## src/rtl/transpose_buf2dat.sv

```systemverilog
// -----------------------------------------------------------------------------
// transpose_buf2dat
//   Drain side of the transpose path. Walks every (channel group, burst) pair of
//   a job. For each pair it waits for a filled tile in the transpose buffer,
//   issues one write command, then reads the tile out in address order and
//   streams it as that burst's data beats. The tile is released when its last
//   beat has been accepted.
//
// Ports
//   clk, rst_n            clock, asynchronous active-low reset
//   start                 one-cycle pulse in IDLE: latch config, begin job
//   base_addr             byte address of output surface 0
//   surface_stride        byte offset between channel groups
//   ch_out_div_tout       number of channel groups (>=1)
//   w_out                 output pixels per channel group (>=1)
//   buf_vld               a filled tile is available (sampled in WAIT_BUF only)
//   buf_release           pulse: current tile fully drained
//   buf_rd_en/_addr       buffer read strobe / address
//   buf_rd_dat            read data, valid one cycle after buf_rd_en
//   cmd_vld/rdy/addr/len_minus1   write command channel
//   dat_vld/rdy/pd        write data channel
//   busy                  job in progress
//   done                  pulse in the cycle after the job's last beat
// -----------------------------------------------------------------------------
module transpose_buf2dat #(
  parameter int DAT_W      = 256,
  parameter int BURST_LEN  = 8,
  parameter int LOG2_BURST = 3,
  parameter int BUF_AW     = 5,
  parameter int CH_W       = 8,
  parameter int W_W        = 12,
  parameter int ADDR_W     = 32
) (
  input  logic                  clk,
  input  logic                  rst_n,
  input  logic                  start,
  input  logic [ADDR_W-1:0]     base_addr,
  input  logic [ADDR_W-1:0]     surface_stride,
  input  logic [CH_W-1:0]       ch_out_div_tout,
  input  logic [W_W-1:0]        w_out,
  input  logic                  buf_vld,
  output logic                  buf_release,
  output logic                  buf_rd_en,
  output logic [BUF_AW-1:0]     buf_rd_addr,
  input  logic [DAT_W-1:0]      buf_rd_dat,
  output logic                  cmd_vld,
  input  logic                  cmd_rdy,
  output logic [ADDR_W-1:0]     cmd_addr,
  output logic [LOG2_BURST-1:0] cmd_len_minus1,
  output logic                  dat_vld,
  input  logic                  dat_rdy,
  output logic [DAT_W-1:0]      dat_pd,
  output logic                  busy,
  output logic                  done
);

  localparam logic [ADDR_W-1:0]     BURST_BYTES = ADDR_W'(BURST_LEN * (DAT_W / 8));
  localparam logic [LOG2_BURST-1:0] FULL_LEN_M1 = {LOG2_BURST{1'b1}};
  localparam logic [LOG2_BURST:0]   RD_ONE      = (LOG2_BURST+1)'(1);
  localparam logic [LOG2_BURST-1:0] BEAT_ONE    = LOG2_BURST'(1);

  typedef enum logic [1:0] {S_IDLE, S_WAIT_BUF, S_CMD, S_DATA} state_t;

  state_t                state_reg;
  logic [ADDR_W-1:0]     stride_reg;
  logic [ADDR_W-1:0]     grp_addr_reg;    // base + ch_idx*stride
  logic [ADDR_W-1:0]     cmd_addr_reg;
  logic [LOG2_BURST-1:0] cmd_len_reg;
  logic                  cmd_vld_reg;
  logic [CH_W-1:0]       ch_last_reg;
  logic [CH_W-1:0]       ch_idx_reg;
  logic [W_W-1:0]        w_m1_reg;        // w_out - 1
  logic [W_W-1:0]        burst_idx_reg;
  logic [LOG2_BURST:0]   rd_cnt_reg;      // reads issued in current burst
  logic [LOG2_BURST-1:0] beat_cnt_reg;    // beats accepted in current burst
  logic                  busy_reg;
  logic                  done_reg;

  // 2-entry skid FIFO between the buffer read port and the data channel
  logic [DAT_W-1:0]      skid_mem [2];
  logic                  wr_ptr_reg;
  logic                  rd_ptr_reg;
  logic [1:0]            fifo_cnt_reg;
  logic                  rd_pend_reg;     // read issued last cycle, data arrives now

  logic [1:0]            occupancy;
  logic                  pop;
  logic                  last_beat;
  logic                  last_burst;
  logic                  last_grp;

  // w_out-1 gives both the index of the last burst (upper bits) and the last
  // burst's length-1 (lower bits); a zero remainder naturally maps to a full burst.
  assign last_burst = (burst_idx_reg == (w_m1_reg >> LOG2_BURST));
  assign last_grp   = (ch_idx_reg == ch_last_reg);

  assign occupancy  = fifo_cnt_reg + {1'b0, rd_pend_reg};
  assign dat_vld    = (fifo_cnt_reg != 2'd0);
  assign dat_pd     = skid_mem[rd_ptr_reg];
  assign pop        = dat_vld & dat_rdy;
  assign last_beat  = (state_reg == S_DATA) && pop && (beat_cnt_reg == cmd_len_reg);

  assign buf_rd_en   = (state_reg == S_DATA) && (occupancy < 2'd2) &&
                       (rd_cnt_reg <= {1'b0, cmd_len_reg});
  assign buf_rd_addr = BUF_AW'(rd_cnt_reg[LOG2_BURST-1:0]);
  assign buf_release = last_beat;

  assign cmd_vld        = cmd_vld_reg;
  assign cmd_addr       = cmd_addr_reg;
  assign cmd_len_minus1 = cmd_len_reg;
  assign busy           = busy_reg;
  assign done           = done_reg;

  // Control FSM and job counters
  always_ff @(posedge clk or negedge rst_n) begin
    if (!rst_n) begin
      state_reg     <= S_IDLE;
      stride_reg    <= '0;
      grp_addr_reg  <= '0;
      cmd_addr_reg  <= '0;
      cmd_len_reg   <= '0;
      cmd_vld_reg   <= 1'b0;
      ch_last_reg   <= '0;
      ch_idx_reg    <= '0;
      w_m1_reg      <= '0;
      burst_idx_reg <= '0;
      rd_cnt_reg    <= '0;
      beat_cnt_reg  <= '0;
      busy_reg      <= 1'b0;
      done_reg      <= 1'b0;
    end else begin
      done_reg <= 1'b0;
      case (state_reg)
        S_IDLE: begin
          if (start) begin
            stride_reg    <= surface_stride;
            grp_addr_reg  <= base_addr;
            cmd_addr_reg  <= base_addr;
            ch_last_reg   <= ch_out_div_tout - CH_W'(1);
            w_m1_reg      <= w_out - W_W'(1);
            ch_idx_reg    <= '0;
            burst_idx_reg <= '0;
            busy_reg      <= 1'b1;
            state_reg     <= S_WAIT_BUF;
          end
        end
        S_WAIT_BUF: begin
          if (buf_vld) begin
            cmd_vld_reg <= 1'b1;
            cmd_len_reg <= last_burst ? w_m1_reg[LOG2_BURST-1:0] : FULL_LEN_M1;
            state_reg   <= S_CMD;
          end
        end
        S_CMD: begin
          if (cmd_rdy) begin
            cmd_vld_reg  <= 1'b0;
            rd_cnt_reg   <= '0;
            beat_cnt_reg <= '0;
            state_reg    <= S_DATA;
          end
        end
        S_DATA: begin
          if (buf_rd_en) rd_cnt_reg <= rd_cnt_reg + RD_ONE;
          if (pop) beat_cnt_reg <= beat_cnt_reg + BEAT_ONE;
          if (last_beat) begin
            // Advance the address to the next burst now so the command
            // fields are ready the moment the next tile arrives.
            if (last_burst) begin
              burst_idx_reg <= '0;
              ch_idx_reg    <= ch_idx_reg + CH_W'(1);
              grp_addr_reg  <= grp_addr_reg + stride_reg;
              cmd_addr_reg  <= grp_addr_reg + stride_reg;
            end else begin
              burst_idx_reg <= burst_idx_reg + W_W'(1);
              cmd_addr_reg  <= cmd_addr_reg + BURST_BYTES;
            end
            if (last_burst && last_grp) begin
              busy_reg  <= 1'b0;
              done_reg  <= 1'b1;
              state_reg <= S_IDLE;
            end else begin
              state_reg <= S_WAIT_BUF;
            end
          end
        end
        default: state_reg <= S_IDLE;
      endcase
    end
  end

  // Skid FIFO: a read issued in cycle N lands here in cycle N+1. Push and pop
  // may happen in the same cycle.
  always_ff @(posedge clk or negedge rst_n) begin
    if (!rst_n) begin
      for (int i = 0; i < 2; i++) skid_mem[i] <= '0;
      wr_ptr_reg   <= 1'b0;
      rd_ptr_reg   <= 1'b0;
      fifo_cnt_reg <= 2'd0;
      rd_pend_reg  <= 1'b0;
    end else begin
      rd_pend_reg <= buf_rd_en;
      if (rd_pend_reg) begin
        skid_mem[wr_ptr_reg] <= buf_rd_dat;
        wr_ptr_reg           <= ~wr_ptr_reg;
      end
      if (pop) rd_ptr_reg <= ~rd_ptr_reg;
      fifo_cnt_reg <= fifo_cnt_reg + {1'b0, rd_pend_reg} - {1'b0, pop};
    end
  end

endmodule
```

## config.mk

```make
export PLATFORM = sky130hd
export DESIGN_NAME = transpose_buf2dat
export DESIGN_NICKNAME = d
export VERILOG_FILES = /design/src/rtl/transpose_buf2dat.sv
export SDC_FILE = /design/constraint.sdc
export NUM_CORES = 1
export LEC_CHECK = 0
export CAP_MARGIN = 0
export CORE_UTILIZATION = 30
export DETAILED_ROUTE_END_ITERATION = 8
export GPL_ROUTABILITY_DRIVEN = 0
export PLACE_DENSITY_LB_ADDON = 0.05
export SLEW_MARGIN = 40
export SYNTH_ARGS = -nofsm -noshare
export SYNTH_HDL_FRONTEND = slang
export SYNTH_SLANG_ARGS = --single-unit
```

## constraint.sdc

```tcl
create_clock -name clk -period 3.56 [get_ports clk]
set_clock_uncertainty 0.15 [all_clocks]
set_input_delay 0.89 -clock clk [delete_from_list [all_inputs] [get_ports clk]]
set_output_delay 0.89 -clock clk [all_outputs]
set_load 0.03 [all_outputs]
```

==> qor.yml <==
crit_required_ps: 2520
yosys.cell_types.count: 70
synth.area.top_cells: "dfrtp_1, mux2_2, ha_1, nand2_1, clkbuf_1"
hold_ws_ps: 341.1
coreArea_um2: 103600
drt_wl_total_um: 100100
largest_reg_flops: 512
dr_total_vias: 22000
static-leakage-power_nw: 18.74
max_freq_mhz: 287.7
clkSinkCount: 668
synth_top_flop_cell: "dfrtp_1"
crit_path_end_kind: "output port"
cts_tree: "built"
fillers: 9831
fin_area_um2: 42650
area_growth_pct: 35.91
synthesis.instances: 2441
avgViaCountPerCell: 4.832
clock_latency_ps: 660
wire_per_inst_um: 21.98
worst_pin_slew_ps: 727.8
max_cap_viol_count: 0
grt_use_met2_pct: 32.17
hp-class: "register to register"
antenna_left: 0
cts_buffers: 83
overflow: 0
min_period_ps: 3475
grt.busiest_layer: "met2"
globalRouteTotalUtil_pct: 18.71
reg2reg_slack_ps: 160
synthDominantCellAreaShare_pct: 53.27
worstSetupPathType: "register to output port"
arrival_ps: 2440
drc_errors: 0
peakVddDrop_v: 0.0005118
p_int_w: 0.02774
min_period_over_period_pct: 97.63
rsz0062_at_grt: "true"
place.detailed.hpwl_um: 71850
finalMaxSlewViolations: 0
io_pins: 648
io_buffers: 645
cts.htree.levels: 3
comb_power_share_pct: 54.0
status: "complete, no violations"
drtIter0Drc: 896
antenna_found_initial: 19
std_cell_rows: 118
synth_area_um2: 31380
final_common_cell: "mux2_2"
synth_edf_count: 0
die_area_um2: 105900
finalHoldViolations: 0
postSynthAreaPerCell_um2: 12.86
max_slew_margin_pct: 51.38
setup-violations-final: 0
power.switching_w: 0.01989
grt_max_degree: 77
p_sw_share_pct: 41.76
seq_area_frac_synth_pct: 53.27
grt_pass1_vias: 23540
initial_core_util_pct: 30.28
crit_fanout: 26
final_cell_mix: "mux2_2, dfrtp_1, clkdlybuf4s50_1"
root_buffer: "clkbuf_16"
die_w_um: 325.4
synth_top_area_cell: "dfrtp_1"
ys_ff_latch: 668
met3_usage_pct: 5.427
drt_first_pass_iters: 5
clk_pin_slew_ps: 50
grt_pass1_wl_um: 151200
synth-async-reset-ratio_pct: 100.0
clockBufferDepth: 3
top_register: "skid_mem"
worstSetupStartpointType: "register"
placed_cell_area_um2: 39780
p_seq_share_pct: 28.4
clkPwrFrac_pct: 17.6
grt_util_met1_pct: 22.30
die_h_um: 325.4
nets: 3492
layout-drive-gt1-share_pct: 32.18
p_per_area_nw_per_um2: 1117
ys_warn_count: 0
==> kinds of logic (layout without fill, tap and decap cells) <==
family	after synthesis	in the layout	synth area share [%]
compound gates	292	292	5.857
xor+xnor	82	82	2.288
fa+ha+maj	48	48	1.938
buf+inv	166	887	2.077
flops	668	668	53.27
mux	815	815	29.20
other cells	1	11	0.01195
simple gates	369	369	5.366
==> synth_stat cells (3+ instances only) <==
cell type and count:
mux2_2 803, dfrtp_1 668, nand2_1 134, clkbuf_1 122
nor2_1 107, o21ai_0 83, a21oi_1 79, xor2_1 51
ha_1 47, xnor2_1 31, nand3_1 30, inv_1 24
a21o_1 19, nand4_1 18, and3_1 15, o211ai_1 15
a31oi_1 14, nor3_1 13, a211oi_1 12, mux2i_1 12
nor4_1 10, o21a_1 10, nand2b_1 9, nor2b_1 9
buf_2 8, buf_1 6, o221ai_1 6, and2_1 5
and4_1 5, buf_4 5, a211o_1 4, a21boi_0 4
o21bai_1 4, o22ai_1 4, or3_1 4, a2111oi_0 3
a22oi_1 3, o21ai_1 3, o31ai_1 3, or2_2 3
==> what timing repair did <==
action	in CTS	in global routing
setup endpoints to repair	243	79
hold buffers	0	1
setup buffers	2	0
gates resized for setup	179	86
hold endpoints to repair	0	23
gates cloned	1	0
==> critical path, cell delays in order, from the launching register on <==
cell and delay [ps]:
dfrtp_4 410, buf_12 180, buf_12 220, mux2_2 360, clkdlybuf4s50_1 600
==> path summary, 6_finish.rpt <==
check | from | endpoint | cells past startpoint
max reg2reg | stride_reg[0] | grp_addr_reg[30] | 10
min | grp_addr_reg[23] | grp_addr_reg[23] | 2
min in group asynchronous | rst_n | skid_mem[57] | 2
max | rd_ptr_reg | dat_pd[206] | 4
min reg2reg | grp_addr_reg[23] | grp_addr_reg[23] | 2
max in group asynchronous | rst_n | skid_mem[218] | 4
==> cell type report <==
type | instances | area [um2] | share of cell area (%)
Clock buffer | 129 | 2451 | 5.747
Inverter | 25 | 93.84 | 0.2200
Multi-Input combinational cell | 1608 | 14060 | 32.98
Clock inverter | 21 | 261.5 | 0.6131
Timing Repair Buffer | 712 | 7311 | 17.14
Sequential cell | 668 | 16720 | 39.20
Tap cell | 1380 | 1727 | 4.048
Antenna cell | 9 | 22.52 | 0.05280
==> per-layer routing <==
layer	vias up	wire length, um
met2	536	50130
met5	-	126
li1	10080	-
met3	174	6085
met1	11180	40700
met4	20	3019
==> through the flow <==
stage	setup TNS, ps	worst slack, ps	util (%)	std cells	total power (W)
final	0	84.52	41.15	4552	0.04763
after floorplan	0	374.3	-	2442	0.03048
after detailed placement	0	97.71	38.38	4388	0.04070
after global placement	0	216.6	38.38	4388	0.04025
after global routing	-38.43	-14.54	41.14	4549	0.05058
after CTS	-6599	-129.6	40.87	4541	0.04847
==> power by group through the flow <==
stage                     combinational, W  sequential, W  clock, W
final                               0.0257         0.0135   0.00837
after global routing                0.0275         0.0140   0.00902
after CTS                           0.0262         0.0136   0.00871
after global placement              0.0268         0.0135         0
after floorplan                     0.0172         0.0132         0
after detailed placement            0.0270         0.0137         0
Power figures use the tool's default switching activity.
